### src/rtl/mem_ctrl_pkg.sv
// mem_ctrl shared types and helpers.
// FSM states, width codes and byte lane helpers.
package mem_ctrl_pkg;

  localparam int AddrLen = 32;
  localparam int RegLen  = 32;

  typedef enum logic [1:0] {
    IDLE = 2'd0,
    RUN  = 2'd1,
    DONE = 2'd2
  } state_t;

  localparam logic [2:0] W_BYTE = 3'd1;
  localparam logic [2:0] W_HALF = 3'd2;
  localparam logic [2:0] W_WORD = 3'd4;

  // Any unsupported width code becomes a full word.
  function automatic logic [2:0] norm_width(input logic [2:0] w);
    if (w == W_BYTE || w == W_HALF) return w;
    return W_WORD;
  endfunction

  function automatic logic [7:0] get_byte(
    input logic [RegLen-1:0] w,
    input logic [2:0]        k
  );
    return w[{k[1:0], 3'b000} +: 8];
  endfunction

  function automatic logic [RegLen-1:0] set_byte(
    input logic [RegLen-1:0] w,
    input logic [2:0]        k,
    input logic [7:0]        b
  );
    logic [RegLen-1:0] r;
    r = w;
    r[{k[1:0], 3'b000} +: 8] = b;
    return r;
  endfunction

endpackage

### src/rtl/mem_ctrl_if.sv
// mem_ctrl bus bundle.
// Fetch port, MEM-stage port and byte-wide RAM port.
interface mem_ctrl_if;
  import mem_ctrl_pkg::*;

  logic               if_needed;
  logic [AddrLen-1:0] if_addr;
  logic               if_rdy;
  logic               if_busy;
  logic [RegLen-1:0]  if_data;

  logic               mem_needed;
  logic [AddrLen-1:0] mem_addr;
  logic [RegLen-1:0]  mem_sdata;
  logic [2:0]         mem_width;
  logic               mem_read_write;
  logic               mem_rdy;
  logic               mem_busy;
  logic [RegLen-1:0]  mem_ldata;

  logic [AddrLen-1:0] ram_addr;
  logic [7:0]         ram_dout;
  logic               ram_wr;
  logic [7:0]         ram_din;

  modport slave (
    input  if_needed, if_addr,
    input  mem_needed, mem_addr, mem_sdata,
    input  mem_width, mem_read_write,
    input  ram_din,
    output if_rdy, if_busy, if_data,
    output mem_rdy, mem_busy, mem_ldata,
    output ram_addr, ram_dout, ram_wr
  );

  modport master (
    output if_needed, if_addr,
    output mem_needed, mem_addr, mem_sdata,
    output mem_width, mem_read_write,
    output ram_din,
    input  if_rdy, if_busy, if_data,
    input  mem_rdy, mem_busy, mem_ldata,
    input  ram_addr, ram_dout, ram_wr
  );

endinterface

### src/rtl/mem_ctrl.sv
// mem_ctrl: arbitrates fetch and MEM accesses
// onto a byte-wide RAM, one byte per cycle.
module mem_ctrl
  import mem_ctrl_pkg::*;
(
  input  logic       clk,
  input  logic       rst,
  mem_ctrl_if.slave  bus
);

  state_t             state_q;
  logic [2:0]         cnt_q;
  logic [2:0]         width_q;
  logic               rw_q;
  logic               who_q;
  logic [AddrLen-1:0] base_q;
  logic [RegLen-1:0]  sdata_q;
  logic [RegLen-1:0]  rbuf_q;
  logic [RegLen-1:0]  if_data_q;
  logic [RegLen-1:0]  mem_ldata_q;
  logic               if_rdy_q;
  logic               mem_rdy_q;
  logic               busy_q;
  logic [AddrLen-1:0] ram_addr_q;
  logic [7:0]         ram_dout_q;
  logic               ram_wr_q;

  logic [2:0]         cnt_d;
  logic [AddrLen-1:0] addr_d;
  logic [RegLen-1:0]  rbuf_d;

  // Next byte index, its address and read buffer with incoming byte merged.
  always_comb begin
    cnt_d  = cnt_q + 3'd1;
    addr_d = base_q + {{(AddrLen-3){1'b0}}, cnt_d};
    rbuf_d = set_byte(rbuf_q, cnt_q - 3'd1, bus.ram_din);
  end

  // Controller FSM with registered outputs.
  always_ff @(posedge clk or posedge rst) begin
    if (rst) begin
      state_q     <= IDLE;
      cnt_q       <= '0;
      width_q     <= '0;
      rw_q        <= 1'b0;
      who_q       <= 1'b0;
      base_q      <= '0;
      sdata_q     <= '0;
      rbuf_q      <= '0;
      if_data_q   <= '0;
      mem_ldata_q <= '0;
      if_rdy_q    <= 1'b0;
      mem_rdy_q   <= 1'b0;
      busy_q      <= 1'b0;
      ram_addr_q  <= '0;
      ram_dout_q  <= '0;
      ram_wr_q    <= 1'b0;
    end else begin
      unique case (state_q)
        IDLE: begin
          cnt_q  <= '0;
          rbuf_q <= '0;
          if (bus.mem_needed) begin
            state_q    <= RUN;
            who_q      <= 1'b1;
            base_q     <= bus.mem_addr;
            sdata_q    <= bus.mem_sdata;
            width_q    <= norm_width(bus.mem_width);
            rw_q       <= bus.mem_read_write;
            busy_q     <= 1'b1;
            ram_addr_q <= bus.mem_addr;
            ram_wr_q   <= ~bus.mem_read_write;
            ram_dout_q <= bus.mem_read_write ?
                          8'h00 : bus.mem_sdata[7:0];
          end else if (bus.if_needed) begin
            state_q    <= RUN;
            who_q      <= 1'b0;
            base_q     <= bus.if_addr;
            sdata_q    <= '0;
            width_q    <= W_WORD;
            rw_q       <= 1'b1;
            busy_q     <= 1'b1;
            ram_addr_q <= bus.if_addr;
            ram_wr_q   <= 1'b0;
            ram_dout_q <= '0;
          end
        end
        RUN: begin
          if (rw_q) begin
            if (cnt_q != 3'd0) rbuf_q <= rbuf_d;
            if (cnt_q == width_q) begin
              state_q    <= DONE;
              ram_addr_q <= '0;
              if (who_q) begin
                mem_ldata_q <= rbuf_d;
                mem_rdy_q   <= 1'b1;
              end else begin
                if_data_q <= rbuf_d;
                if_rdy_q  <= 1'b1;
              end
            end else begin
              cnt_q      <= cnt_d;
              ram_addr_q <= (cnt_d < width_q) ? addr_d : '0;
            end
          end else begin
            if (cnt_d == width_q) begin
              state_q    <= DONE;
              ram_addr_q <= '0;
              ram_dout_q <= '0;
              ram_wr_q   <= 1'b0;
              if (who_q) mem_rdy_q <= 1'b1;
              else       if_rdy_q  <= 1'b1;
            end else begin
              cnt_q      <= cnt_d;
              ram_addr_q <= addr_d;
              ram_dout_q <= get_byte(sdata_q, cnt_d);
            end
          end
        end
        DONE: begin
          state_q   <= IDLE;
          cnt_q     <= '0;
          if_rdy_q  <= 1'b0;
          mem_rdy_q <= 1'b0;
          busy_q    <= 1'b0;
        end
        default: state_q <= IDLE;
      endcase
    end
  end

  assign bus.if_rdy    = if_rdy_q;
  assign bus.if_busy   = busy_q;
  assign bus.if_data   = if_data_q;
  assign bus.mem_rdy   = mem_rdy_q;
  assign bus.mem_busy  = busy_q;
  assign bus.mem_ldata = mem_ldata_q;
  assign bus.ram_addr  = ram_addr_q;
  assign bus.ram_dout  = ram_dout_q;
  assign bus.ram_wr    = ram_wr_q;

endmodule

### src/flat_wrapper.sv
// flat-port wrapper written by rule: the top's interface ports become plain ports
module mem_ctrl_flat import mem_ctrl_pkg::*;
  (clk, rst, bus_if_needed, bus_if_addr, bus_mem_needed, bus_mem_addr, bus_mem_sdata, bus_mem_width, bus_mem_read_write, bus_ram_din, bus_if_rdy, bus_if_busy, bus_if_data, bus_mem_rdy, bus_mem_busy, bus_mem_ldata, bus_ram_addr, bus_ram_dout, bus_ram_wr);
  mem_ctrl_if bus_i ();
  input  logic clk;
  input  logic rst;
  input wire logic [$bits(bus_i.if_needed)-1:0] bus_if_needed;
  input wire logic [$bits(bus_i.if_addr)-1:0] bus_if_addr;
  input wire logic [$bits(bus_i.mem_needed)-1:0] bus_mem_needed;
  input wire logic [$bits(bus_i.mem_addr)-1:0] bus_mem_addr;
  input wire logic [$bits(bus_i.mem_sdata)-1:0] bus_mem_sdata;
  input wire logic [$bits(bus_i.mem_width)-1:0] bus_mem_width;
  input wire logic [$bits(bus_i.mem_read_write)-1:0] bus_mem_read_write;
  input wire logic [$bits(bus_i.ram_din)-1:0] bus_ram_din;
  output wire logic [$bits(bus_i.if_rdy)-1:0] bus_if_rdy;
  output wire logic [$bits(bus_i.if_busy)-1:0] bus_if_busy;
  output wire logic [$bits(bus_i.if_data)-1:0] bus_if_data;
  output wire logic [$bits(bus_i.mem_rdy)-1:0] bus_mem_rdy;
  output wire logic [$bits(bus_i.mem_busy)-1:0] bus_mem_busy;
  output wire logic [$bits(bus_i.mem_ldata)-1:0] bus_mem_ldata;
  output wire logic [$bits(bus_i.ram_addr)-1:0] bus_ram_addr;
  output wire logic [$bits(bus_i.ram_dout)-1:0] bus_ram_dout;
  output wire logic [$bits(bus_i.ram_wr)-1:0] bus_ram_wr;
  assign bus_i.if_needed = bus_if_needed;
  assign bus_i.if_addr = bus_if_addr;
  assign bus_i.mem_needed = bus_mem_needed;
  assign bus_i.mem_addr = bus_mem_addr;
  assign bus_i.mem_sdata = bus_mem_sdata;
  assign bus_i.mem_width = bus_mem_width;
  assign bus_i.mem_read_write = bus_mem_read_write;
  assign bus_i.ram_din = bus_ram_din;
  assign bus_if_rdy = bus_i.if_rdy;
  assign bus_if_busy = bus_i.if_busy;
  assign bus_if_data = bus_i.if_data;
  assign bus_mem_rdy = bus_i.mem_rdy;
  assign bus_mem_busy = bus_i.mem_busy;
  assign bus_mem_ldata = bus_i.mem_ldata;
  assign bus_ram_addr = bus_i.ram_addr;
  assign bus_ram_dout = bus_i.ram_dout;
  assign bus_ram_wr = bus_i.ram_wr;
  mem_ctrl u_core (.clk(clk), .rst(rst), .bus(bus_i));
endmodule
### config.mk
export PLATFORM = sky130hd
export DESIGN_NAME = mem_ctrl_flat
export DESIGN_NICKNAME = d
export VERILOG_FILES = /design/src/rtl/mem_ctrl_pkg.sv /design/src/rtl/mem_ctrl_if.sv /design/src/rtl/mem_ctrl.sv /design/src/flat_wrapper.sv
export SDC_FILE = /design/constraint.sdc
export NUM_CORES = 1
export LEC_CHECK = 0
export CORE_MARGIN = 4
export CORE_UTILIZATION = 30
export CTS_CLUSTER_SIZE = 14
export DETAILED_ROUTE_END_ITERATION = 10
export PLACE_DENSITY = 0.65
export SYNTH_ARGS = -nofsm -noshare
export SYNTH_HDL_FRONTEND = slang
export SYNTH_SLANG_ARGS = --single-unit
### constraint.sdc
create_clock -name clk -period 7.9 [get_ports clk]
set_clock_uncertainty 0.1 [all_clocks]
set_input_delay 1.58 -clock clk [delete_from_list [all_inputs] [get_ports clk]]
set_output_delay 1.58 -clock clk [all_outputs]
set_load 0.01 [all_outputs]
==> results_dict.tcl <==
set metrics [dict create \
    io_pins 221 \
    syn-cell-area_mm2 0.0103 \
    ff_latch_area_mm2 0.00536 \
    diodes 0 \
    drc_errors 0 \
    hpwl_um 20500 \
    hold_buffers 0 \
    cp_max_fo 18 \
    peakVddDrop_mv 0.177 \
    cp_slowest_stage_delay_ps 930 \
    nNetsFinal 1335 \
    hold_violations 0 \
    crit_path_start_kind "register" \
    hold_ws_ps 367 \
    drive_above_1_share 0.114 \
    cts-resized-gates 0 \
    die_area_mm2 0.0375 \
    power_frac_clock 0.233 \
    core_area_mm2 0.0338 \
    p_comb_frac 0.410 \
    p_int_mw 3.29 \
    wirelength_um 28800 \
    finish.utilization 0.408 \
    crit_type "register to register" \
    synth.distinct_cells 54 \
    grt_pass1_wl_um 46700 \
    ys_ff_latch 214 \
    drt_iter0_drc 433 \
    cpLargestDelayFamily "adder cells" \
    maxSlewViolCount 0 \
    p_per_area_mw_per_mm2 380 \
    synth_edf_count 0 \
    p_switching_mw 1.94 \
    path_depth 8 \
    tightest_slew_ps 1050 \
    initial_core_util 0.306 \
    cts_buffer_depth 3 \
    synth_nets 1147 \
    numCtsBuffers 24 \
    critPathSlowestCell "ha_1" \
    grt_max_degree 155 \
    fmax_mhz 255 \
    htreeDepth 1 \
    io_buffers 220 \
    syn_avg_cell_area_um2 10.2 \
    rr_endpoint "u_core.bus.ram_addr[26]$_DFFE_PP0P_" \
    die_w_um 194 \
    track_usage 0.149 \
    multiInputGateArea_mm2 0.00454 \
    fin_crit_ps 3920 \
    cp-startpoint "u_core.cnt_q[0]$_DFFE_PP0P_" \
    ant_nets 0 \
    leakagePower_nw 5.97 \
    reg2reg_from "u_core.cnt_q[0]$_DFFE_PP0P_" \
    yosysSeqAreaShare 0.518 \
    drt_pre_antenna_iters 4 \
    cts_tree "yes" \
    post-cts-setup-buffers 0 \
    cts-root-buf "clkbuf_16" \
    grt_antenna_before_repair 1 \
    relSlewSlack 0.302 \
    area_delta_synth_final_pct 33.3 \
    clk_pin_slew_worst_paths_ps 60 \
    grt.overflow.total 0 \
    ff2ff_setup_slack_ps 3980 \
    setup_viol 0 \
    swShare 0.372 \
    rsz0062_at_grt "no" \
    postSynth.asyncResetShare 1.00 \
    outcome "complete, no violations" \
    worstPathRequired_ps 8240 \
    worst_ep_arrival_time_ps 4260 \
    hold_path_depth 2 \
    crit_path_end "u_core.bus.ram_addr[26]$_DFFE_PP0P_" \
    end_kind "register" \
    max-cap-violations 0 \
    hp-class "register to register" \
    p_seq_frac 0.357 \
    clock_sinks 214 \
    grt_pass1_vias 8260 \
    vias_per_cell 4.91 \
    fp.dieH_um 194 \
    insertion_delay_ps 520 \
    syn_inst 1018 \
    power_mw 5.23 \
    period_share 0.496 \
    via_count 8206 \
    setup_tns_ps 0 \
    yosys_warnings 0 \
    rows 67 \
    gp_congestion 0.817 \
    synth_top_flop_cell "dfrtp_1" \
    path_buf_inv 1 \
    num-fill-cells 3274 \
    reg2reg_depth 8 \
    wl_per_cell_um 17.2 \
    crit_chain "inv_1, ha_1, fa_1, a21oi_1, nor3_2, nand4_1, xor2_1, o21ai_0" \
]
[cells by family (layout without fill, tap and decap cells)]
kind of cell	Yosys count	in the layout	share of synthesized area
compound gates	233	233	0.135
mux	106	106	0.120
xor+xnor	27	27	0.0229
buf+inv	115	321	0.0458
simple gates	306	306	0.137
flops	214	214	0.518
fa+ha+maj	17	17	0.0213
[layout make-up]
| cell class | instances | area share |
|---|---|---|
| Sequential cell | 214 | 0.389 |
| Multi-Input combinational cell | 689 | 0.329 |
| Timing Repair Buffer | 228 | 0.164 |
| Clock buffer | 33 | 0.0512 |
| Tap cell | 448 | 0.0407 |
| Inverter | 49 | 0.0139 |
| Clock inverter | 11 | 0.0121 |
[cells in the final DEF, fill, tap and decap left out, types with 4 or more instances in the layout]
cell type / synthesis / layout
xor2_1: 22 / 22
nor2_1: 37 / 37
bufinv_16: 0 / 4
o21ai_1: 11 / 11
a21oi_1: 29 / 29
mux4_2: 8 / 8
dfrtp_1: 214 / 214
nand3_1: 48 / 48
nor3_1: 8 / 8
xnor2_1: 5 / 5
and2_1: 6 / 6
nand2_1: 165 / 165
nand2b_1: 5 / 5
a22oi_1: 8 / 8
a21o_1: 4 / 4
clkbuf_8: 0 / 5
a31oi_1: 5 / 5
buf_4: 4 / 9
clkbuf_16: 0 / 25
mux2i_1: 34 / 34
mux2_2: 64 / 64
ha_1: 16 / 15
clkdlybuf4s50_1: 0 / 219
o21ai_0: 127 / 126
nand4_1: 11 / 11
inv_1: 49 / 48
a22o_1: 33 / 33
[registers in the layout, summed over array words and instances (netlist names)]
| register | cells |
|---|---|
| u_core.bus.ram_addr | 32 |
| u_core.bus.if_data | 32 |
| u_core.bus.ram_wr | 1 |
| u_core.bus.mem_ldata | 32 |
| u_core.bus.mem_rdy | 1 |
| u_core.base_q | 32 |
| u_core.sdata_q | 32 |
| u_core.bus.if_busy | 1 |
| u_core.who_q | 1 |
| u_core.bus.ram_dout | 8 |
| u_core.state_q | 2 |
| u_core.width_q | 3 |
| u_core.bus.if_rdy | 1 |
| u_core.rw_q | 1 |
| u_core.rbuf_q | 32 |
| u_core.cnt_q | 3 |
[routing by layer]
layer,GRT usage,wire length [um]
met1,0.207,13000
met2,0.239,13200
met3,0.0337,1880
met4,0.0386,714
met5,0,12
[stage by stage]
stage	instances	setup WS (ps)	area (um^2)
finish	1672	3980	13800
global route	1672	3540	13800
CTS	1672	3960	13800
detailed placement	1628	3930	12900
global placement	1628	4040	12900
floorplan	1018	369	10300
[worst min-delay path, stage by stage (launching register included)]
cell and delay, ps:
dfrtp_1 340, nand2_1 50, nand2_1 50
[how the worst min path moves through the flow]
stage,start,endpoint,slack [ps]
3_3_place_gp,u_core.sdata_q[15]$_DFFE_PP0P_,u_core.sdata_q[15]$_DFFE_PP0P_,350
2_1_floorplan,u_core.sdata_q[0]$_DFFE_PP0P_,u_core.sdata_q[0]$_DFFE_PP0P_,330
6_report,u_core.sdata_q[12]$_DFFE_PP0P_,u_core.sdata_q[12]$_DFFE_PP0P_,370
3_5_place_dp,u_core.sdata_q[5]$_DFFE_PP0P_,u_core.sdata_q[5]$_DFFE_PP0P_,350
5_1_grt,u_core.sdata_q[12]$_DFFE_PP0P_,u_core.sdata_q[12]$_DFFE_PP0P_,390
4_1_cts,u_core.sdata_q[12]$_DFFE_PP0P_,u_core.sdata_q[12]$_DFFE_PP0P_,370
[synth_stat cells (all sizes together) (2+ instances only)]
cell type,n,area share
buf,24,0.012
and4,3,0.0025
clkbuf,42,0.016
dfrtp,214,0.52
nor3,12,0.0084
nor2,37,0.013
and3,3,0.0018
nand3,48,0.023
xnor2,5,0.0042
o21a,3,0.0022
o31ai,2,0.0015
a21o,4,0.0029
a31oi,5,0.0030
nand4,13,0.0091
a21oi,29,0.014
nor4,4,0.0036
mux4,8,0.017
o22ai,2,0.0012
a22oi,8,0.0058
nand2,166,0.061
o21ai,139,0.068
mux2i,34,0.033
mux2,64,0.070
and2,6,0.0036
a311oi,2,0.0017
inv,49,0.018
nor4b,2,0.0023
nor2b,3,0.0018
nand2b,5,0.0030
a22o,33,0.028
xor2,22,0.019
nor3b,2,0.0019
ha,16,0.019
[power by group through the flow]
stage / Combinational, mW / Sequential [mW] / Clock [mW]
2_1_floorplan: 1.24 / 1.88 / 0
3_3_place_gp: 2.13 / 1.87 / 0
3_5_place_dp: 2.18 / 1.88 / 0
4_1_cts: 2.18 / 1.87 / 1.25
5_1_grt: 2.40 / 1.93 / 1.29
6_report: 2.15 / 1.87 / 1.22
No activity file was read; power rests on OpenSTA's default activity.
==> RTL change, RTL diff (same flow settings) <==
`AddrLen`: 32 -> 64.
--- a/src/rtl/mem_ctrl_pkg.sv
+++ b/src/rtl/mem_ctrl_pkg.sv
@@ -2,7 +2,7 @@
 // FSM states, width codes and byte lane helpers.
 package mem_ctrl_pkg;
 
-  localparam int AddrLen = 32;
+  localparam int AddrLen = 64;
   localparam int RegLen  = 32;
 
   typedef enum logic [1:0] {
Ports: changed (resized bus_if_addr, bus_mem_addr and bus_ram_addr); port bits go from 221 to 317. The function was not compared with the original's and may differ.
==> RTL change against the original RTL <==
- sequential cell count grew 64
- critical path type unchanged
- via count grew 40%
- setup slack lost 0.62 ns
- worst hold slack lost 0.0018 ns
- critical endpoint is now u_core.bus.ram_addr[13]$_DFFE_PP0P_
- largest cell class unchanged
- count of clock-buffer cells in the layout grew 16
- global-route usage grew 2.1 points
- synthesized area grew 31%
- design area grew 32%
- combinational power grew 48%
- total power grew 39%
- clock power grew 21%
- critical path depth shrank 1
- routed wire length grew 46%
==> RTL change: results (changes against the original RTL) <==
GRT
  – Global-route wire length before repair: 65600 um (was 46700 um)
  – Tot GR Track Use: 17.0% (was 14.9%)
  – Pin count of the biggest net entering global routing: 94 (was 155)
  – Initial antenna violation count: 3 (was 1)

Hold path
  – Hold crit path type: register to register (unchanged)
  – Worst Hold Launch: u_core.sdata_q[7]$_DFFE_PP0P_ (was u_core.sdata_q[12]$_DFFE_PP0P_)
  – Endpoint, Worst Hold: u_core.sdata_q[7]$_DFFE_PP0P_ (was u_core.sdata_q[12]$_DFFE_PP0P_)

Finish
  – Final nets: 1869 (was 1335)
  – Layout cells sized above 1: 5.59% (was 11.4%)

Yosys
  – Mux contribution to synthesized area: 6.22% (was 12.0%)
  – Synth cell count leaders: dfrtp_1 (278), o21ai_0 (224), nand2_1 (196) (was dfrtp_1 (214), nand2_1 (165), o21ai_0 (127))
  – Async S/R FF share, synth: 100% (unchanged)
  – Synth Area in Compound Gates: 17.7% (was 13.5%)
  – Xor and xnor area share after synthesis: 3.75% (was 2.29%)
  – Adder-Cell Fraction of Synth Area: 1.62% (was 2.13%)
  – Synth unique cells: 55 (was 54)
  – Sequential share of the synthesized area: 51.3% (was 51.8%)
  – Synth area leaders: dfrtp_1 (51%), o21ai_0 (8.3%), nand2_1 (5.4%), mux2i_1 (4.7%), a21oi_1 (3.7%) (was dfrtp_1 (52%), mux2_2 (7.0%), o21ai_0 (6.1%), nand2_1 (6.0%), mux2i_1 (3.3%))
  – Post-Synthesis Net Count: 1606 (was 1147)

Clocking
  – H-tree depth: 2 (was 1)
  – Total CTS buffers: 34 (was 24)

Placed design
  – Routability cong.: 0.821 (was 0.817)
  – Dpl hpwl: 30000 um (was 20500 um)
  – # port buffers: 316 (was 220)

Setup path
  – R2r setup slk: 3.37 ns (was 3.98 ns)
  – Crit path max-delay family: compound AO/OA/AOI/OAI gates (was adder cells)
  – Critical-path maximum fanout: 19 (was 18)
  – Critical path arrival: 4.85 ns (was 4.26 ns)
  – Max incr delay on CP: 1.09 ns (was 0.93 ns)
  – CP Capture Point: u_core.bus.ram_addr[13]$_DFFE_PP0P_ (was u_core.bus.ram_addr[26]$_DFFE_PP0P_)
  – Slowest-stage cell, CP: a32oi_2 (was ha_1)
  – Worst reg2reg path depth: 7 (was 8)

Pwr
  – LEAKAGE: 7.56 nW (was 5.97 nW)
  – Worst vdd ir: 0.189 mV (was 0.177 mV)

Drt
  – Via count: 11502 (was 8206)
  – 1st-pass router iterations: 5 (was 4)
  – DR iter-0 viols: 865 (was 433)
  – WL final: 42100 um (was 28800 um)

STA
  – Pin slew with the least headroom to its limit: 1.20 ns (was 1.05 ns)

Run status
  – Status: complete, no violations (unchanged)
[RTL change: changes by cell type in the layout (fill, tap and decap cells not counted), moves of 13 or more]
| cell | unedited run | this run |
|---|---|---|
| nor2b_1 | 3 | 36 |
| clkdlybuf4s50_1 | 219 | 315 |
| a21oi_1 | 29 | 101 |
| mux2_2 | 64 | 2 |
| nor2_1 | 37 | 73 |
| nand2_1 | 165 | 196 |
| mux2i_1 | 34 | 64 |
| o221ai_1 | 0 | 13 |
| inv_1 | 48 | 16 |
| dfrtp_1 | 214 | 278 |
| xnor2_1 | 5 | 29 |
| o21ai_0 | 126 | 223 |
[RTL change: layer usage]
metal  wire length, um  global-route usage (%)  vias up
li1                  -                       -     5516
met1             18500                    23.3     5537
met2             19400                    26.9      377
met3              3070                    4.42       66
met5                47                       0        -
met4              1000                    4.83        6
[RTL change: stage by stage]
stage               instances  setup slack (ns)  total power, mW  cell area (um2)  hold WS, ns
finish                   2292              3.37             7.26            18200        0.365
global route             2292              3.01             7.81            18200        0.387
global placement         2232              3.50             5.72            17200        0.347
detailed placement       2232              3.39             5.81            17200        0.354
CTS                      2292              3.34             7.34            18200        0.367
floorplan                1413              2.54             4.36            13600        0.333
[RTL change: cell families (layout without fill, tap and decap cells)]
kind of cell / Yosys count / count (layout)
fa+ha+maj: 17 / 17
mux: 74 / 74
compound gates: 418 / 418
flops: 278 / 278
simple gates: 450 / 450
buf+inv: 118 / 405
xor+xnor: 58 / 58
[RTL change: layout make-up]
type	instances	area (um2)
clock buffers	49	978
inverters	17	67.6
clock inverters	11	67.6
fillers	4298	26200
repair buffers	328	3250
flip-flops and latches	278	6960
well taps	592	741
multi-input cells	1017	6180
[RTL change: where the power goes]
part	internal (mW)	switching, mW	leakage (nW)
sequential	2.07	0.538	3.44
clock	0.863	0.615	0.514
combinational	1.44	1.74	3.61
